--- src/rtl/pattern_detect_ctrl.sv ---
// pattern_detect_ctrl
// Run-control for the serial pattern detector. Holds a programmable PW-bit
// pattern and a match target. Once armed, it looks for overlapping
// occurrences of the pattern in the qualified serial stream, counts the
// matches, and raises done when the target count is reached.

module pattern_detect_ctrl #(
   parameter int            PW      = 4,
   parameter int            CW      = 8,
   parameter logic [PW-1:0] PAT_RST = 4'b0110
) (
   input  logic          clk,
   input  logic          rst,
   input  logic          cfg_we,
   input  logic [PW-1:0] cfg_pattern,
   input  logic [CW-1:0] cfg_target,
   input  logic          start,
   input  logic          abort,
   input  logic          din_valid,
   input  logic          din_bit,
   output logic          busy,
   output logic          match_pulse,
   output logic [CW-1:0] match_count,
   output logic          done
);

   typedef enum logic [1:0] {
      S_IDLE,
      S_ARM,
      S_RUN,
      S_DONE
   } state_t;

   localparam int            FW        = $clog2(PW) + 1;
   localparam logic [FW-1:0] FILL_LAST = FW'(PW - 1);

   state_t        state;
   logic [PW-1:0] pattern;
   logic [CW-1:0] target;
   logic [PW-2:0] sreg;
   logic [FW-1:0] fill;

   logic [PW-1:0] window;
   logic          hit;
   logic [CW-1:0] count_inc;
   logic          hit_target;

   // Candidate window, match decode and saturating next count for the current bit.
   always_comb begin
      window     = {sreg[PW-2:0], din_bit};
      hit        = (window == pattern);
      count_inc  = (&match_count) ? match_count : match_count + 1'b1;
      hit_target = (target != '0) && (count_inc == target);
   end

   // Control FSM with registered outputs; abort has priority over any bit handling.
   always_ff @(posedge clk or negedge rst) begin
      if (!rst) begin
         state       <= S_IDLE;
         pattern     <= PAT_RST;
         target      <= '0;
         sreg        <= '0;
         fill        <= '0;
         busy        <= 1'b0;
         match_pulse <= 1'b0;
         match_count <= '0;
         done        <= 1'b0;
      end else begin
         // NOTE: sequential state uses non-blocking assignments only, so every
         // read in this block sees the pre-edge value and later assignments
         // below (e.g. state <= S_DONE) cleanly override earlier defaults.
         match_pulse <= 1'b0;
         case (state)
            S_IDLE, S_DONE: begin
               // Config lands on the same edge as start, so the new run uses it.
               if (cfg_we) begin
                  pattern <= cfg_pattern;
                  target  <= cfg_target;
               end
               if (start && !abort) begin
                  state       <= S_ARM;
                  sreg        <= '0;
                  fill        <= '0;
                  match_count <= '0;
                  done        <= 1'b0;
                  busy        <= 1'b1;
               end
            end
            S_ARM, S_RUN: begin
               if (abort) begin
                  state <= S_IDLE;
                  busy  <= 1'b0;
               end else if (din_valid) begin
                  sreg <= window[PW-2:0];
                  if (state == S_ARM && fill != FILL_LAST) begin
                     fill <= fill + 1'b1;
                  end else begin
                     // Window is full from here on: this bit is compared.
                     state <= S_RUN;
                     if (hit) begin
                        match_pulse <= 1'b1;
                        match_count <= count_inc;
                        if (hit_target) begin
                           state <= S_DONE;
                           done  <= 1'b1;
                           busy  <= 1'b0;
                        end
                     end
                  end
               end
            end
            default: state <= S_IDLE;
         endcase
      end
   end

endmodule

--- config.mk ---
export PLATFORM = sky130hd
export DESIGN_NAME = pattern_detect_ctrl
export DESIGN_NICKNAME = d
export VERILOG_FILES = /design/src/rtl/pattern_detect_ctrl.sv
export SDC_FILE = /design/constraint.sdc
export NUM_CORES = 1
export LEC_CHECK = 0
export ABC_AREA = 1
export CAP_MARGIN = 25
export CORE_MARGIN = 4
export CORE_UTILIZATION = 42
export CTS_CLUSTER_DIAMETER = 200
export CTS_CLUSTER_SIZE = 20
export DETAILED_ROUTE_END_ITERATION = 10
export GPL_TIMING_DRIVEN = 0
export PLACE_DENSITY = 0.7
export SKIP_LAST_GASP = 1
export SLEW_MARGIN = 15
export SYNTH_ARGS = -nofsm -noshare
export SYNTH_HDL_FRONTEND = slang
export SYNTH_SLANG_ARGS = --single-unit
--- constraint.sdc ---
create_clock -name clk -period 2.3 [get_ports clk]
set_input_delay 0.46 -clock clk [delete_from_list [all_inputs] [get_ports clk]]
set_output_delay 0.46 -clock clk [all_outputs]
set_load 0.05 [all_outputs]
== Word-level counts from Yosys, hierarchy flattened ==
Cells that the tools add are included.
W data, S select, Z words.
Word-level totals
  register bits: 31
  input port bits: 19
  output and inout bits: 11
  logic and storage cells: 85
Operators by class
  add/subtract/negate cells: 2
  equality and inequality tests: 17
  mux-type cells: 41
  reductions and logical operators: 16
Operators by type and width (number)
  $mux W8: 6
  $mux W1: 19
  $mux W3: 6
  $pmux W8 S2: 1
  $ne A2 B2 Y1 const B: 7
  $ne A3 B3 Y1 const B: 4
  $pmux W3 S2: 2
  $reduce_and A5 Y1: 2
  $add A8 B1 Y8 const B: 1
  $eq A8 B8 Y1: 1
  $mux W2: 4
  $reduce_and A8 Y1: 1
  $reduce_bool A8 Y1: 1
  $reduce_and A3 Y1: 2
  $reduce_and A6 Y1: 1
  $eq A2 B2 Y1 const B: 2
  $eq A4 B4 Y1: 1
  $pmux W1 S2: 2
  $pmux W2 S2: 1
  $reduce_and A4 Y1: 1
  $reduce_or A2 Y1: 2
  $add A3 B1 Y3 const B: 1
  $logic_and A1 B1 Y1: 3
  $ne A3 B2 Y1 const B: 1
  4 further kinds: 4

== Longest topological paths before layout ==
Gate-level depths: netlist of run 1.
  word-level depth: 10
  depth in mapped cells: 15
  depth with buffers taken out: 14

== Worst setup path after synthesis of run 1 ==
OpenSTA, ideal clock, no wires.
  path type: register -> register
  from: register match_count[1]
  to: register busy
  setup time: 0.116 ns
  data arrival time: 2.079 ns
  required time: 2.184 ns
  path slack: 0.105 ns
  stages on the path, launching flop included: 16
  path buffers: 1
  clock period less this slack: 2.195 ns
  cells stage by stage: dfrtp_1 ha_1 nand2_2 nor2_4 nand2_2 buf_6 nand2_2 nand2_2 nand2_2 nand3_2 nor2_4 nand3_2 nor2_2 nand2_1 nand2_1 nand2_1
Between the ends
  longest elaborated chain between the ends: 6
  elaborated cells between the ends (all ways): 7
  classes of those cells: add/sub: 1; eq/ne: 2; mux: 1; reduce/logical: 3
RTL lines
  start, declared: RTL line 23  | output logic [CW-1:0] match_count,
  start signal, assigned: RTL line 102  | match_count <= count_inc;
  $add A8 B1 Y8 / $reduce_and A8 Y1 (equally long branches): RTL line 52  | count_inc = (&match_count) ? match_count : match_count + 1'b1;
  $mux W8 *: RTL line 52
  $eq A8 B8 Y1 *: RTL line 53  | hit_target = (target != '0) && (count_inc == target);
  $logic_and A1 B1 Y1 *: RTL line 53
  $ne A3 B3 Y1 (no source line) *
  $reduce_and A5 Y1 (no source line) *
  end signal, assigned: RTL line 64  | busy <= 1'b0;
  end signal, assigned: RTL line 86  | busy <= 1'b1;
  end signal, assigned: RTL line 92  | busy <= 1'b0;
  end, declared: RTL line 21  | output logic busy,
Every way passes the cells marked *; elsewhere a longest branch is shown, timed or not.
A chain may end at the register's enable or synchronous reset.

== Final worst setup path of run 1 ==
  from: register match_count[0]
  to: register busy
The elaborated chain is that of the path after synthesis.

==> results of run 1 <==
[metrics by stage]
| stage | setup TNS [ps] | cells | worst slack [ps] | instance area [µm²] |
|---|---|---|---|---|
| after floorplan | 0 | 223 | 105 | 1780 |
| after global placement | -269 | 302 | -65.8 | 2130 |
| after detailed placement | -311 | 302 | -68.0 | 2120 |
| after CTS | 0 | 310 | 210 | 2210 |
| after global routing | 0 | 310 | 1.02 | 2210 |
| final | 0 | 310 | 217 | 2210 |
[sequential cells by signal, summed over array words and instances, names as in the netlist]
name,flops
busy,1
done,1
fill,3
match_count,8
match_pulse,1
pattern,4
sreg,3
state,2
target,8
[how the worst min path moves through the flow]
| stage | end | depth (start not counted) | slack, ps |
|---|---|---|---|
| after detailed placement | state[0] | 2 | 480 |
| final | match_count[0] | 1 | 220 |
| after CTS | match_count[4] | 1 | 230 |
| after global placement | fill[1] | 2 | 470 |
| after floorplan | busy | 0 | 160 |
| after global routing | state[1] | 1 | 270 |
[metal layers]
layer | vias to the layer above | routed length [µm] | track usage (%)
met5 | - | 0 | 0
met4 | 0 | 53 | 4.30
met3 | 5 | 186 | 3.72
met2 | 37 | 1570 | 22.2
met1 | 688 | 1820 | 20.5
li1 | 796 | - | -
[worst max-delay path: stages (launching register included)]
cell	delay, ps
dfrtp_1	460
ha_1	260
nand2_2	90
nor2_4	170
nand2_2	80
buf_6	140
nand2_2	80
nand2_1	50
nand2_1	50
nand3_1	80
nor2_2	150
nand3_2	100
nor2_2	100
nand2_1	60
nand2_1	60
nand2_1	40
[layout make-up]
class / count / area (µm²) / share of cell area [%]
multi-input combinational: 160 / 871 / 39.5
tap: 50 / 62.6 / 2.83
buffer: 3 / 18.8 / 0.850
sequential: 31 / 779 / 35.3
clock inverter: 1 / 5.00 / 0.227
clock buffer: 7 / 76.3 / 3.46
timing repair buffer: 29 / 285 / 12.9
inverter: 29 / 109 / 4.93
[cell usage after synthesis]
master,count,area [µm²]
inv_2,2,7.51
nand3_2,3,30.0
nor2_4,3,33.8
nor2_2,3,18.8
buf_6,1,11.3
nand4_1,3,18.8
xor2_1,5,43.8
clkbuf_1,2,7.51
nand3_1,22,110
mux2_2,5,56.3
o21ai_1,9,45.0
nand2_1,48,180
o21ai_0,6,30.0
dfstp_2,2,52.6
nor2_1,20,75.1
nor3_1,1,5.00
xnor2_1,1,8.76
a21oi_1,13,65.1
o22ai_1,3,18.8
dfrtp_1,29,726
a211oi_1,1,7.51
nand3b_1,1,7.51
ha_1,4,50.1
inv_1,27,101
or2_1,1,6.26
nand2_2,7,43.8
a21oi_4,1,16.3
[what timing repair did]
item,CTS,global route
gates resized for setup,0,1
endpoints found under the setup margin,0,1
hold buffers,0,0
[cell families after synthesis]
group                    synth area share [%]
AND/OR/NAND/NOR                          29.8
AO/OA/AOI/OAI                            10.3
buffers and inverters                    7.18
flip-flops                               43.8
XOR/XNOR                                 2.96
multiplexers                             3.17
adder cells (fa/ha/maj)                  2.82
[power breakdown]
part           total [mW]  switching, mW  internal, mW
Sequential          0.935          0.167         0.768
Combinational        1.18          0.736         0.441
Clock               0.404          0.192         0.212
==> metrics.md, run 1 <==
| Metric | Value |
|---|---|
| Unrepaired setup endpoints after global routing | false |
| Clk slew on worst S/H paths | 70 ps |
| Drt initial violations | roughly 90 |
| Residual DRC | 0 |
| Commonest non-fill, non-tap cell in the layout | nand2_1 |
| Nature of the critical path startpoint | flip-flop |
| Setup CP Type | reg2reg |
| Clock tree from TritonCTS | done |
| Synthesized net count | 246 |
| Starting Density | 43.8% |
| Vias in the first global route | 1342 |
| Placer Congestion | 0.865 |
| Fill cells | 416 |
| Max cap viols | 0 |
| Global-route wire length before repair | 6040 µm |
| PD cells | 1140 nW/µm² |
| Die span in x | 73.0 µm |
| Fin. Hold Viols | 0 |
| Seq/Total Area, Yosys | 43.8% |
| N_diodes | 0 |
| Port-buffer cells | 29 |
| Distinct cells, synth | 27 |
| Die Area | 5330 µm² |
| DP HPWL | 2800 µm |
| Outcome | complete, no violations |
| Syn Inst Count | around 220 |
| Die Y-Extent | 73.0 µm |
| WL final | 3630 µm |
| CTS Buffer Depth | 2 |
| Yosys warning total | 0 |
| Pwr Total | 2.52 mW |
| Mapped Area | between 1500 and 2000 µm² |
| Final hold slack | 223 ps |
| Setup Fix Bufs, Post-CTS | 0 |
| Max VDD drop | 0.525 mV |
| Final setup violation count | 0 |
| Layout cell share with drive strength beyond 1 | a little over an eighth |
| Routed vias | 1526 |
| Root buf cell | clkbuf_8 |
| Total Routing Usage GR | 14.6% |
| Arrival time at the worst endpoint | 2260 ps |
| Reg2reg setup slack | 220 ps |
| Slew @ Worst Pin | approximately 700 ps |
| Slew margin rel. | 53.7% |
| Final clock skew | approximately 4.1 ps |
| Initial DRT Pass Iterations | 4 |
| Initial antenna violation count | 0 |
| R2R depth | 15 |
| Most frequent cells in the layout | nand2_1, dfrtp_1, clkdlybuf4s50_1 |
| Area growth, synth to finish | 24.2% |
| Clock period minus worst slack | 2080 ps |
| Pleak | 1.03 nW |
| H-tree levels | 2 |
| Count of state elements after synthesis | 31 |
| WP data required | roughly 2500 ps |
| Critical path launch point | match_count[0] |
| Total gr overflow | 0 |
| Num CTS Buffers | 5 |
| CP Capture Point | busy |
| Top Ports | 30 |
| Core Footprint | between 4000 and 5000 µm² |
| Critical Path Sink Type | flip-flop |
| Nets | 282 |
| Antenna Violating Nets Remaining | 0 |
| Clock sinks | 31 |
| Avg Vias per Cell | 4.92 |
| Mean Syn Cell Area | 7.97 µm² |
| Rows | 23 |
| Largest net degree at the start of global routing | 32 |
| Reg2reg end | busy |
| Fin crit share | 90.6% |
| Utilization after layout | 54.4% |
| F_max | 480 MHz |
| Latest clock arrival within the worst-skew pair | 280 ps |
| Slew Viols, Final | 0 |
| Min-Delay Path Class | in2async |
| Worst R2R Start | match_count[0] |
| WL/cell | around 12 µm |
| Crit Path Max Fanout | 10 |
Note: power is estimated with default switching activity, not from simulation.
==> run 2, diff against run 1 <==
--- a/config.mk
+++ b/config.mk
@@ -9,7 +9,6 @@
 export CAP_MARGIN = 25
 export CORE_MARGIN = 4
 export CORE_UTILIZATION = 42
-export CTS_CLUSTER_DIAMETER = 200
 export CTS_CLUSTER_SIZE = 20
 export DETAILED_ROUTE_END_ITERATION = 10
 export GPL_TIMING_DRIVEN = 0
==> results of run 2 <==
Same layout as run 1: the final DEF is identical, and so are final timing and power.
==> run 3, diff against run 2 <==
--- a/config.mk
+++ b/config.mk
@@ -12,7 +12,7 @@
 export CTS_CLUSTER_SIZE = 20
 export DETAILED_ROUTE_END_ITERATION = 10
 export GPL_TIMING_DRIVEN = 0
-export PLACE_DENSITY = 0.7
+export PLACE_DENSITY = 0.72
 export SKIP_LAST_GASP = 1
 export SLEW_MARGIN = 15
 export SYNTH_ARGS = -nofsm -noshare
==> metrics.md, run 3 (synthesized netlist as in run 1, its figures left out) <==
| Metric | Value |
|---|---|
| Slew @ Worst Pin | 659 ps (-36.5 ps) |
| Critical path launch point | match_count[2] |
| Global-route wire length before repair | 6020 µm (-0.35%) |
| Final worst setup slack | 221 ps (+3.82 ps) |
| Setup TNS | 0 ps (unchanged) |
| Clock period minus worst slack | 2080 ps (-3.82 ps) |
| Routed vias | 1515 (-0.72%) |
| Sequential Power Share | 37.1% (about the same) |
| Setup Fix Bufs, Post-CTS | 0 (unchanged) |
| Layout Cells excl Fill | 310 (unchanged) |
| Top Ports | 30 (unchanged) |
| PD cells | 1140 nW/µm² (-0.43%) |
| Placed cell area | 2120 µm² (unchanged) |
| Post-CTS sizing | 0 (unchanged) |
| Sw frac | 43.3% (-0.20 points) |
| Crit Path Max Fanout | 7 (-3) |
| Critical-path cell list | clkdlybuf4s50_1 |
| Placer Congestion | 0.869 (+0.49%) |
| WL/cell | 11.4 µm (-2.4%) |
| Worst R2R Start | match_count[1] |
| Top flop regs | match_count x8, target x8, pattern x4 |
| Core Footprint | 4060 µm² (unchanged) |
| Utilization after layout | 54.4% (about the same) |
| Fill cells | 415 (-0.24%) |
| Die span in x | 73.0 µm (unchanged) |
| Family with the most delay on the worst path | buffers and inverters |
| Starting Density | 43.8% (unchanged) |
| WP data required | 1840 ps (-630 ps) |
| Critical Path Sink Type | output pin |
| Multi-input gate area | 871 µm² (unchanged) |
| Fin crit share | 90.4% (-0.17 points) |
| Final hold slack | 204 ps (-18.8 ps) |
| Nature of the critical path startpoint | flip-flop |
| Sw power | 1.09 mW (-0.95%) |
| Latest clock arrival within the worst-skew pair | 280 ps (about the same) |
| Gate power share | 46.9% (about the same) |
| Total gr overflow | 0 (unchanged) |
| DP HPWL | 2770 µm (-1.1%) |
| Arrival time at the worst endpoint | 1620 ps (-640 ps) |
| Outcome | complete, no violations |
| Dpl cells | 302 (unchanged) |
| Die Area | 5330 µm² (unchanged) |
| H-tree levels | 2 (unchanged) |
| Max cap viols | 0 (unchanged) |
| Total Routing Usage GR | 14.6% (-0.058 points) |
| Slew margin rel. | 56.1% (+2.4 points) |
| Initial antenna violation count | 0 (unchanged) |
| Commonest non-fill, non-tap cell in the layout | nand2_1 |
| Residual DRC | 0 (unchanged) |
| Max incr delay on CP | 850 ps (+390 ps) |
| Clock sinks | 31 (unchanged) |
| Clk slew on worst S/H paths | 60 ps (about the same) |
| Unrepaired setup endpoints after global routing | false |
| Fin. Hold Viols | 0 (unchanged) |
| Hold buffers post-CTS | 0 (unchanged) |
| F_max | 481 MHz (+0.18%) |
| Min-Delay Path Class | in2async |
| Initial DRT Pass Iterations | 4 (unchanged) |
| Drt initial violations | 126 (+37%) |
| WL final | 3540 µm (-2.4%) |
| Port-buffer cells | 29 (unchanged) |
| N_diodes | 0 (unchanged) |
| Largest net degree at the start of global routing | 32 (unchanged) |
| CTS Buffer Depth | 2 (unchanged) |
| Clock tree from TritonCTS | done |
| Power share of the clock group | 16.0% (about the same) |
| Pleak | 1.03 nW (+0.14%) |
| Setup CP Type | reg2out |
| Vias in the first global route | 1359 (+1.3%) |
| Most frequent cells in the layout | nand2_1, dfrtp_1, clkdlybuf4s50_1 |
| Num CTS Buffers | 5 (unchanged) |
| Antenna Violating Nets Remaining | 0 (unchanged) |
| Avg Vias per Cell | 4.89 (-0.72%) |
| Slowest-stage cell, CP | clkdlybuf4s50_1 |
| Final setup violation count | 0 (unchanged) |
| Rows | 23 (unchanged) |
| Reg area | 778 µm² (-0.16%) |
| Pwr Total | 2.50 mW (-0.49%) |
| Area growth, synth to finish | 24.2% (about the same) |
| Pint | 1.42 mW (-0.14%) |
| Buf/Inv on CP | 1 (unchanged) |
| Slew Viols, Final | 0 (unchanged) |
| Layout cell share with drive strength beyond 1 | 13.1% (-0.38 points) |
| Die Y-Extent | 73.0 µm (unchanged) |
| Max VDD drop | 0.534 mV (+1.9%) |
| Final clock skew | 5.79 ps (+1.70 ps) |
| Root buf cell | clkbuf_8 |
| Final non-filler cell area | 2210 µm² (about the same) |
| Pre-CTS WS | -71.4 ps (-3.45 ps) |
| Nets | 282 (unchanged) |
run 3: cell counts in the layout (fill, tap and decap cells not counted):
Identical to the previous run, type by type.
run 3: cell type report:
cell class	count	area share, %
plain buffers	3	0.851
clock buffers	7	3.46
flip-flops and latches	31	35.3
multi-input cells	160	39.5
clock inverters	1	0.227
well taps	50	2.84
repair buffers	29	12.9
inverters	29	4.93
run 3: final timing paths:
kind | to | slack [ps] | cells after the start
worst min register to register | fill[1] | 500 | 2
min in group clk | fill[1] | 500 | 2
max in group asynchronous | target[6] | 1670 | 1
worst max register to register | busy | 220 | 15
worst min-delay path | state[1] | 200 | 1
worst max-delay path | match_count[2] | 220 | 1
run 3: power groups by stage:
| stage | Sequential, mW | Clock, mW | Combinational (mW) |
|---|---|---|---|
| 3_3_place_gp | 0.930 | 0 | 1.17 |
| 2_1_floorplan | 1.06 | 0 | 0.752 |
| 4_1_cts | 0.930 | 0.419 | 1.19 |
| 3_5_place_dp | 0.940 | 0 | 1.18 |
| 6_report | 0.930 | 0.399 | 1.17 |
| 5_1_grt | 0.961 | 0.436 | 1.33 |
run 3: routing by layer:
metal / global-route usage [%] / wire [µm]
met1: 19.8 / 1700
met3: 3.72 / 209
met2: 21.5 / 1570
met5: 0 / 0
met4: 6.97 / 69
